File: config.mk
export PLATFORM = sky130hd
export DESIGN_NAME = alu_arbiter_flat
export DESIGN_NICKNAME = d
export VERILOG_FILES = /design/src/rtl/alu_arbiter_pkg.sv /design/src/rtl/alu_arbiter_if.sv /design/src/rtl/alu_arbiter_rr_pick2.sv /design/src/rtl/alu_arbiter.sv /design/src/flat_wrapper.sv
export SDC_FILE = /design/constraint.sdc
export NUM_CORES = 1
export LEC_CHECK = 0
export CAP_MARGIN = 20
export CORE_UTILIZATION = 35
export DETAILED_ROUTE_END_ITERATION = 12
export MAX_ROUTING_LAYER = met4
export PLACE_DENSITY = 0.75
export SKIP_CTS_REPAIR_TIMING = 1
export SLEW_MARGIN = 20
export SYNTH_ARGS = -nofsm -noshare
export SYNTH_HDL_FRONTEND = slang
export SYNTH_SLANG_ARGS = --single-unit
File: constraint.sdc
create_clock -name clk -period 2.1 [get_ports clk]
set_clock_uncertainty 0.15 [all_clocks]
set_input_delay 0.315 -clock clk [delete_from_list [all_inputs] [get_ports clk]]
set_output_delay 0.315 -clock clk [all_outputs]
set_load 0.01 [all_outputs]
File: src/rtl/alu_arbiter_pkg.sv
// Shared definitions for the two-requester ALU arbiter:
// ALU control codes, FSM state encoding, default width.
package alu_arbiter_pkg;

  localparam int DATA_W_DEFAULT = 32;

  localparam logic [3:0] CTRL_AND = 4'b0000;
  localparam logic [3:0] CTRL_OR  = 4'b0001;
  localparam logic [3:0] CTRL_ADD = 4'b0010;
  localparam logic [3:0] CTRL_SUB = 4'b0110;
  localparam logic [3:0] CTRL_SLT = 4'b0111;
  localparam logic [3:0] CTRL_NOR = 4'b1100;

  typedef enum logic [1:0] {
    ST_IDLE,
    ST_DRIVE,
    ST_CAPT,
    ST_RESP
  } state_t;

  function automatic logic is_supported(input logic [3:0] c);
    case (c)
      CTRL_AND, CTRL_OR, CTRL_ADD,
      CTRL_SUB, CTRL_SLT, CTRL_NOR: is_supported = 1'b1;
      default:                      is_supported = 1'b0;
    endcase
  endfunction

endpackage

File: src/rtl/alu_arbiter_if.sv
// Request/response bundle between requesters and the arbiter.
// master: requesters + response consumer; slave: the arbiter.
interface alu_arbiter_if #(
  parameter int DATA_W = 32
);
  logic [1:0]          req_valid;
  logic [1:0]          req_ready;
  logic [2*DATA_W-1:0] req_src1;
  logic [2*DATA_W-1:0] req_src2;
  logic [7:0]          req_ctrl;

  logic                rsp_valid;
  logic                rsp_ready;
  logic                rsp_id;
  logic [DATA_W-1:0]   rsp_result;
  logic                rsp_zero;
  logic                rsp_cout;
  logic                rsp_overflow;
  logic                rsp_err;

  modport master (
    output req_valid, req_src1, req_src2,
    output req_ctrl, rsp_ready,
    input  req_ready, rsp_valid, rsp_id,
    input  rsp_result, rsp_zero, rsp_cout,
    input  rsp_overflow, rsp_err
  );

  modport slave (
    input  req_valid, req_src1, req_src2,
    input  req_ctrl, rsp_ready,
    output req_ready, rsp_valid, rsp_id,
    output rsp_result, rsp_zero, rsp_cout,
    output rsp_overflow, rsp_err
  );
endinterface

File: src/rtl/alu_arbiter_rr_pick2.sv
// Combinational 2-way round-robin pick.
// Ports: valid[1:0], ptr (favoured requester), grant[1:0] one-hot/zero.
module rr_pick2 (
  input  logic [1:0] valid,
  input  logic       ptr,
  output logic [1:0] grant
);
  import alu_arbiter_pkg::*;

  // A requester wins if favoured or if the other one is idle.
  assign grant[0] = valid[0] & (~ptr | ~valid[1]);
  assign grant[1] = valid[1] & ( ptr | ~valid[0]);

endmodule

File: src/rtl/alu_arbiter.sv
// Shares one external ALU between two requesters, round-robin.
// Ports: clk, rst_n, bus (slave), alu_src1/2/ctrl out, alu_* flags in.
import alu_arbiter_pkg::*;

module alu_arbiter #(
  parameter int DATA_W = DATA_W_DEFAULT
) (
  input  logic              clk,
  input  logic              rst_n,
  alu_arbiter_if.slave      bus,
  output logic [DATA_W-1:0] alu_src1,
  output logic [DATA_W-1:0] alu_src2,
  output logic [3:0]        alu_ctrl,
  input  logic [DATA_W-1:0] alu_result,
  input  logic              alu_zero,
  input  logic              alu_cout,
  input  logic              alu_overflow
);

  state_t            state;
  logic              ptr;
  logic [1:0]        grant;
  logic [1:0]        hs;
  logic              sel;
  logic [3:0]        sel_ctrl;
  logic [DATA_W-1:0] sel_src1;
  logic [DATA_W-1:0] sel_src2;

  logic              rsp_valid;
  logic              rsp_id;
  logic [DATA_W-1:0] rsp_result;
  logic              rsp_zero;
  logic              rsp_cout;
  logic              rsp_overflow;
  logic              rsp_err;

  rr_pick2 u_pick (
    .valid (bus.req_valid),
    .ptr   (ptr),
    .grant (grant)
  );

  // Ready held low while reset is asserted.
  assign bus.req_ready =
    (state == ST_IDLE && rst_n) ? grant : 2'b00;

  assign hs  = bus.req_valid & bus.req_ready;
  assign sel = hs[1];

  assign sel_ctrl = sel ? bus.req_ctrl[7:4]
                        : bus.req_ctrl[3:0];
  assign sel_src1 = sel ? bus.req_src1[2*DATA_W-1:DATA_W]
                        : bus.req_src1[DATA_W-1:0];
  assign sel_src2 = sel ? bus.req_src2[2*DATA_W-1:DATA_W]
                        : bus.req_src2[DATA_W-1:0];

  always_ff @(posedge clk or negedge rst_n) begin
    if (!rst_n) begin
      state        <= ST_IDLE;
      ptr          <= 1'b0;
      alu_src1     <= '0;
      alu_src2     <= '0;
      alu_ctrl     <= 4'b0000;
      rsp_valid    <= 1'b0;
      rsp_id       <= 1'b0;
      rsp_result   <= '0;
      rsp_zero     <= 1'b0;
      rsp_cout     <= 1'b0;
      rsp_overflow <= 1'b0;
      rsp_err      <= 1'b0;
    end else begin
      unique case (state)
        ST_IDLE: begin
          if (|hs) begin
            rsp_id <= sel;
            if (is_supported(sel_ctrl)) begin
              alu_src1 <= sel_src1;
              alu_src2 <= sel_src2;
              alu_ctrl <= sel_ctrl;
              state    <= ST_DRIVE;
            end else begin
              // Unsupported code: answer directly,
              // ALU operands left untouched.
              rsp_result   <= '0;
              rsp_zero     <= 1'b1;
              rsp_cout     <= 1'b0;
              rsp_overflow <= 1'b0;
              rsp_err      <= 1'b1;
              rsp_valid    <= 1'b1;
              state        <= ST_RESP;
            end
          end
        end
        ST_DRIVE: state <= ST_CAPT;
        ST_CAPT: begin
          rsp_result   <= alu_result;
          rsp_zero     <= alu_zero;
          rsp_cout     <= alu_cout;
          rsp_overflow <= alu_overflow;
          rsp_err      <= 1'b0;
          rsp_valid    <= 1'b1;
          state        <= ST_RESP;
        end
        ST_RESP: begin
          if (bus.rsp_ready) begin
            rsp_valid <= 1'b0;
            ptr       <= ~rsp_id;
            state     <= ST_IDLE;
          end
        end
        default: state <= ST_IDLE;
      endcase
    end
  end

  assign bus.rsp_valid    = rsp_valid;
  assign bus.rsp_id       = rsp_id;
  assign bus.rsp_result   = rsp_result;
  assign bus.rsp_zero     = rsp_zero;
  assign bus.rsp_cout     = rsp_cout;
  assign bus.rsp_overflow = rsp_overflow;
  assign bus.rsp_err      = rsp_err;

endmodule

File: src/flat_wrapper.sv
// flat-port wrapper written by rule: the top's interface ports become plain ports
module alu_arbiter_flat 
#(
  parameter int DATA_W = DATA_W_DEFAULT
)
  (clk, rst_n, alu_src1, alu_src2, alu_ctrl, alu_result, alu_zero, alu_cout, alu_overflow, bus_req_valid, bus_req_src1, bus_req_src2, bus_req_ctrl, bus_rsp_ready, bus_req_ready, bus_rsp_valid, bus_rsp_id, bus_rsp_result, bus_rsp_zero, bus_rsp_cout, bus_rsp_overflow, bus_rsp_err);
  alu_arbiter_if #(.DATA_W(DATA_W)) bus_i ();
  input  logic clk;
  input  logic rst_n;
  output logic [DATA_W-1:0] alu_src1;
  output logic [DATA_W-1:0] alu_src2;
  output logic [3:0] alu_ctrl;
  input  logic [DATA_W-1:0] alu_result;
  input  logic alu_zero;
  input  logic alu_cout;
  input  logic alu_overflow;
  input wire logic [$bits(bus_i.req_valid)-1:0] bus_req_valid;
  input wire logic [$bits(bus_i.req_src1)-1:0] bus_req_src1;
  input wire logic [$bits(bus_i.req_src2)-1:0] bus_req_src2;
  input wire logic [$bits(bus_i.req_ctrl)-1:0] bus_req_ctrl;
  input wire logic [$bits(bus_i.rsp_ready)-1:0] bus_rsp_ready;
  output wire logic [$bits(bus_i.req_ready)-1:0] bus_req_ready;
  output wire logic [$bits(bus_i.rsp_valid)-1:0] bus_rsp_valid;
  output wire logic [$bits(bus_i.rsp_id)-1:0] bus_rsp_id;
  output wire logic [$bits(bus_i.rsp_result)-1:0] bus_rsp_result;
  output wire logic [$bits(bus_i.rsp_zero)-1:0] bus_rsp_zero;
  output wire logic [$bits(bus_i.rsp_cout)-1:0] bus_rsp_cout;
  output wire logic [$bits(bus_i.rsp_overflow)-1:0] bus_rsp_overflow;
  output wire logic [$bits(bus_i.rsp_err)-1:0] bus_rsp_err;
  assign bus_i.req_valid = bus_req_valid;
  assign bus_i.req_src1 = bus_req_src1;
  assign bus_i.req_src2 = bus_req_src2;
  assign bus_i.req_ctrl = bus_req_ctrl;
  assign bus_i.rsp_ready = bus_rsp_ready;
  assign bus_req_ready = bus_i.req_ready;
  assign bus_rsp_valid = bus_i.rsp_valid;
  assign bus_rsp_id = bus_i.rsp_id;
  assign bus_rsp_result = bus_i.rsp_result;
  assign bus_rsp_zero = bus_i.rsp_zero;
  assign bus_rsp_cout = bus_i.rsp_cout;
  assign bus_rsp_overflow = bus_i.rsp_overflow;
  assign bus_rsp_err = bus_i.rsp_err;
  alu_arbiter #(.DATA_W(DATA_W)) u_core (.clk(clk), .rst_n(rst_n), .bus(bus_i), .alu_src1(alu_src1), .alu_src2(alu_src2), .alu_ctrl(alu_ctrl), .alu_result(alu_result), .alu_zero(alu_zero), .alu_cout(alu_cout), .alu_overflow(alu_overflow));
endmodule
Word level (Yosys, flattened, before mapping)
Cells that the tools add are included.
- word-level logic and storage cells: 69
- input port bits: 176
- register bits after elaboration: 109
- mux-type cells: 24
- bitwise operators: 9
- reductions and logical operators: 13
- equal/unequal tests: 11
- operator list (operator ; count):
    two-way mux 32 bit ; 4
    case mux 32 bit (2 select lines) ; 1
    == test 4 x 3 -> 1 bit, second input constant ; 2
    two-way mux 1 bit ; 8
    two-way mux 2 bit ; 4
    case mux 1 bit (2 select lines) ; 4
    case mux 2 bit (4 select lines) ; 1
    != test 2 bit, second input constant ; 3
    AND reduction 2 bit ; 3
    AND reduction 3 bit ; 2
    OR reduction 6 bit ; 1
    == test 2 bit, second input constant ; 2
    == test 4 x 1 -> 1 bit, second input constant ; 1
    == test 4 x 2 -> 1 bit, second input constant ; 1
    == test 4 bit, second input constant ; 1
    zero test 4 bit ; 1
    two-way mux 4 bit ; 1
    inverter 1 bit ; 4
    AND reduction 4 bit ; 1
    case mux 1 bit (3 select lines) ; 1
    nonzero test 3 bit ; 1
    bitwise AND 1 bit ; 2
    bitwise AND 2 bit ; 1
    == test 2 x 1 -> 1 bit, second input constant ; 1
    5 further kinds ; 6

Longest topological paths before layout
- word-level depth: 14
- mapped depth: 10

By module
From an unflattened synthesis, not the netlist that was laid out.
- cells, all modules: 515
- area total of the unflattened synthesis: 5352.6 um2
- by module, submodules not included (module ; times used ; area each (um2) ; cells an instance):
    alu_arbiter ; 1 ; 5333.9 ; 512
    rr_pick2 ; 1 ; 18.8 ; 3

Worst setup path before layout
OpenSTA, ideal clock, no wires.
- kind: register -> register
- from: register u_core.state[0]
- to: register u_core.rsp_zero, in the netlist u_core.bus.rsp_zero
- arrival time: 1.885 ns
- setup time: 0.127 ns
- clock period less this slack: 2.162 ns
- cell stages (with the launch flop): 10
- slack: -0.062 ns
- path buffers: 1
- data required time: 1.823 ns
- path through: dfrtp_1 > inv_1 > ha_1 > and2_1 > nand3_2 > inv_2 > o22a_2 > a2bb2oi_4 > buf_4 > a22oi_1
- word-level cells in the longest chain between the ends: 12
- elaborated cells between the ends (all ways): 22
- classes of those cells: 8 x eq/ne; 6 x mux; 1 x bitwise; 7 x reduce/logical
- ends and longest elaborated chain (element ; line ; text):
    from (decl) ; alu_arbiter.sv:20 ; state_t state;
    from (signal assigned) ; alu_arbiter.sv:59 ; state <= ST_IDLE;
    from (signal assigned) ; alu_arbiter.sv:80 ; state <= ST_DRIVE;
    from (signal assigned) ; alu_arbiter.sv:90 ; state <= ST_RESP;
    zero test 2 bit * ; alu_arbiter.sv:45 ; (state == ST_IDLE && rst_n) ? grant : 2'b00;
    logical AND 1 bit * ; alu_arbiter.sv:45 ;
    two-way mux 2 bit * ; alu_arbiter.sv:45 ;
    via bus_req_ready[1] ; flat_wrapper.sv:22 ; output wire logic [$bits(bus_i.req_ready)-1:0] bus_req_ready;
    bitwise AND 2 bit * ; alu_arbiter.sv:47 ; assign hs = bus.req_valid & bus.req_ready;
    two-way mux 4 bit ; alu_arbiter.sv:50 ; assign sel_ctrl = sel ? bus.req_ctrl[7:4]
    == test 4 x 1 -> 1 bit (tied with other cells) ; alu_arbiter_pkg.sv:22 ; case (c)
    OR reduction 6 bit ; alu_arbiter_pkg.sv:22 ;
    two-way mux 1 bit ; alu_arbiter_pkg.sv:22 ;
    two-way mux 1 bit ; alu_arbiter.sv:74 ; if (|hs) begin
    two-way mux 1 bit ; alu_arbiter.sv:72 ; unique case (state)
    != test 2 bit (no line) ; n/a ;
    AND reduction 3 bit (no line) * ; n/a ;
    to (signal assigned) ; alu_arbiter.sv:97 ; rsp_zero <= alu_zero;
    to (decl) ; alu_arbiter.sv:32 ; logic rsp_zero;
Mark *: on every way through the listed nets, which the timed path passes. The rest lies on a longest branch. The select of a mux whose other input is x is not followed.
A chain may end at the register's enable or synchronous reset.

Worst setup path after layout
- from: register u_core.state[1]
- to: register u_core.rsp_result[19], in the netlist u_core.bus.rsp_result[19]
- word-level cells in the longest chain between the ends: 12
- elaborated cells between the ends (all ways): 22
- classes of those cells: 8 x eq/ne; 6 x mux; 1 x bitwise; 7 x reduce/logical
- ends and longest elaborated chain (element ; line ; text):
    zero test 2 bit ; alu_arbiter.sv:45, alu_arbiter.sv:72 ;
    logical AND 1 bit ; alu_arbiter.sv:45 ;
    two-way mux 2 bit ; alu_arbiter.sv:45 ;
    bitwise AND 2 bit ; alu_arbiter.sv:47 ;
    two-way mux 4 bit ; alu_arbiter.sv:50 ;
    == test 4 x 1 -> 1 bit (tied with other cells) ; alu_arbiter_pkg.sv:22 ;
    OR reduction 6 bit ; alu_arbiter_pkg.sv:22 ;
    two-way mux 1 bit ; alu_arbiter_pkg.sv:22 ;
    two-way mux 1 bit ; alu_arbiter.sv:74 ;
    two-way mux 1 bit ; alu_arbiter.sv:72 ;
    != test 2 bit (no line) ; n/a ;
    AND reduction 3 bit (no line) ; n/a ;
    to (signal assigned) ; alu_arbiter.sv:96 ; rsp_result <= alu_result;
    to (decl) ; alu_arbiter.sv:31 ; logic [DATA_W-1:0] rsp_result;
Several ways; a longest one is shown, not always the timed one. The select of a mux whose other input is x is not followed.

==> metrics.txt <==
post-synthesis mux area share=13.61%; CP max FO=7; ANT cells=0; M1 GR Usage=23.04%; Longest Clk Path Bufs=2; Seq/Total Area, Yosys=54.45%; Post-synth top flop=dfrtp_1; Min Hold Slack=-0.05378 ns; Die Y=121.6 µm; initial drt markers=224; root buf cell=clkbuf_16; DRC=0; #FFs+latches synth=109; RSZ-0062 raised after global routing=true; clock period minus worst slack=2.110 ns; DRT antenna net count=0; slew margin rel.=47.67%; number of setup violations in the final report=1; Post-Syn Area per Cell=11.21 µm²; f_max=473.9 MHz; status=complete, but fails checks; core box area=13930 µm²; Starting Density=35.95%; DP Cell Count=916; post-layout utilization of the core=63.10%; GR met3 Demand/Resource=4.401%; Gate power share=49.7%; Simple-Gate Fraction of Synth Area=8.392%; Reg power frac=33.3%; Net Count, Synth=628; Synth Area in XOR/XNOR=0.6993%; Sw Ratio=33.27%; vias in the first global route=4468; post-synthesis adder-cell area fraction=1.249%; worst skew pair latency=0.35 ns; CP startpoint kind=flop; Ports=284; std cell rows=43; Slew Viols, Final=0; gr ovfl total=0; cell with the most instances after synthesis=dfrtp_1; pwr dens=1234 nW/µm²; post-layout worst setup margin=-0.01007 ns; port buffer count=283; Psw=3.610 mW; Via density=4.899; crit-path max cell delay=0.40 ns; Post-Synthesis Cells=447; Cell Count, Final, Fillers Out=943; clock power share=17.0%; synth top area cells=dfrtp_1 54%, mux2i_1 13%, a22o_1 5.9%; Synth Area in Compound Gates=17.21%; Num CTS Buffers=9; worst path required time=2.18 ns; top post-synthesis cells by count=109 x dfrtp_1, 69 x nand2_1, 67 x mux2i_1; Netlist cell types=42; asr flop ratio synth=100.0%; Mapped Area=5010 µm²; post-synth top area share=54.45%; Post-synth EDFFs=0; Max Cap Viol=0; worst min-delay path category=input port to asynchronous set/reset pin; Pint=7.240 mW; kind of capture point of the worst setup path=flop; fin crit share=100.5%; Area growth, synth to finish=75.50%; first-pass detailed-route iteration total=4; capturing point of the worst reg2reg path=u_core.bus.rsp_result[19]; Crit Path Class=flop to flop; P_leak=4.287 nW; most used routing layer=met2; r2r setup slk=-0.01 ns; H-tree Lvls=3; Final Net Count=939; Routability Congestion=0.8598; R2R depth=8; DP Worst Slack=-0.3540 ns; main combinational cell family by area after synthesis=compound AO/OA/AOI/OAI gates; die area=14800 µm²; Critical Path, Cell by Cell=inv_2 > ha_4 > and2_4 > o2111ai_4 > o22a_2 > a2bb2oi_4 > clkbuf_16 > a22o_1; wire length per cell=16.64 µm; final-layout fill cell count=1109; GRT Total Usage=20.56%; first-pass GRT wire length=22570 µm; register area=2728 µm²; Routed Wire Length=15700 µm; Final Hold Vio Count=46; WP data arrival=2.19 ns; layout cell share with drive strength beyond 1=10.35%; R2R Path Start=u_core.state[1]; CP max-delay cell=dfrtp_1; Worst-path clk slew=0.08 ns; multi-input logic area=2125 µm²; Syn. warnings=0; DIE WIDTH=121.6 µm; largest net degree at the start of global routing=66; CTS sink count=109; via count=4620; failing checks=negative hold slack, negative setup slack; largest area contributor in the netlist=dfrtp_1; Peak VDD IR=473.2 µV; measured slew at the worst slew-check pin=0.7849 ns; hpwl dp=11420 µm; CTS tree=done; initial antenna violation count=0; grt met2 use=35.90%
[final cells by class]
type / instances / share of cell area, %
timing repair buffer: 330 / 38.21
sequential: 109 / 31.02
multi-input combinational: 300 / 24.16
clock buffer: 9 / 2.562
tap: 180 / 2.562
clock inverter: 7 / 1.110
inverter: 8 / 0.3700
[sequential cells by signal, summed over array words and instances (netlist names)]
name                     flops
u_core.alu_src1             32
u_core.alu_src2             32
u_core.bus.rsp_result       32
u_core.alu_ctrl              4
u_core.state                 2
u_core.bus.rsp_cout          1
u_core.bus.rsp_err           1
u_core.bus.rsp_id            1
u_core.bus.rsp_overflow      1
u_core.bus.rsp_valid         1
u_core.bus.rsp_zero          1
u_core.ptr                   1
[layer usage]
layer  vias up  part of all wire (%)  wire [µm]
met2       201                    52       8190
met3        24                   7.1       1118
met5         -                     0          0
met1      2178                    39       6104
met4         0                   1.8        282
li1       2217                     -          -
[metrics by stage]
step                      hold slack [ns]  instance area, µm²  total power, mW   TNS, ns
final                            -0.05378                8792            10.85  -0.01007
after detailed placement           0.3184                8244            8.730    -31.54
after global routing             0.002946                8792            11.50    -1.235
after CTS                        -0.03841                8567            10.63    -2.510
after global placement             0.3105                8244            8.543    -27.02
after floorplan                   -0.1306                5015            5.799         0
[cell usage in the layout (no fill, tap or decap), types with 3 or more instances in the layout]
cell / n
buf_4: 36
mux2i_1: 67
nor2_1: 5
inv_1: 5
clkdlybuf4s50_1: 276
clkbuf_16: 13
a22o_1: 34
dlymetal6s2s_1: 6
nor2b_1: 3
nand2_1: 69
o21ai_0: 53
a21oi_1: 7
buf_12: 7
dfrtp_1: 109
o21ai_1: 19
ha_1: 4
[how the worst max path moves through the flow]
| stage | from | end | slack [ns] | depth (start not counted) |
|---|---|---|---|---|
| after floorplan | u_core.state[0] | u_core.bus.rsp_zero | 0.01 | 9 |
| after global placement | bus_req_ctrl[5] | u_core.bus.rsp_result[6] | -0.33 | 7 |
| after detailed placement | bus_req_ctrl[1] | u_core.bus.rsp_result[3] | -0.35 | 7 |
| after CTS | u_core.state[1] | bus_req_ready[1] | -0.36 | 6 |
| after global routing | u_core.state[0] | u_core.bus.rsp_result[19] | -0.06 | 8 |
| final | u_core.state[1] | u_core.bus.rsp_result[19] | -0.01 | 8 |
[critical path, delay by kind of cell (launching register included)]
| family | cells | cell delay (ns) |
|---|---|---|
| DFF | 1 | 0.40 |
| adders and majority gates | 1 | 0.13 |
| and+or+nand+nor | 1 | 0.18 |
| buffers and inverters | 2 | 0.28 |
| AOI/OAI and AO/OA | 4 | 0.85 |
[kinds of logic after synthesis]
| logic type | count (synthesis) |
|---|---|
| AOI/OAI and AO/OA | 130 |
| xor gates and xnor gates | 4 |
| adders and majority gates | 5 |
| buffers and inverters | 38 |
| DFF | 109 |
| muxes | 68 |
| and+or+nand+nor | 93 |
[power groups by stage]
stage | Combinational (mW) | Sequential [mW] | Clock, mW
global placement | 4.93 | 3.61 | 0
CTS | 5.12 | 3.62 | 1.88
floorplan | 1.78 | 4.02 | 0
finish | 5.39 | 3.61 | 1.84
detailed placement | 5.09 | 3.64 | 0
global route | 5.81 | 3.72 | 1.97
(Power assumes the default switching activity.)
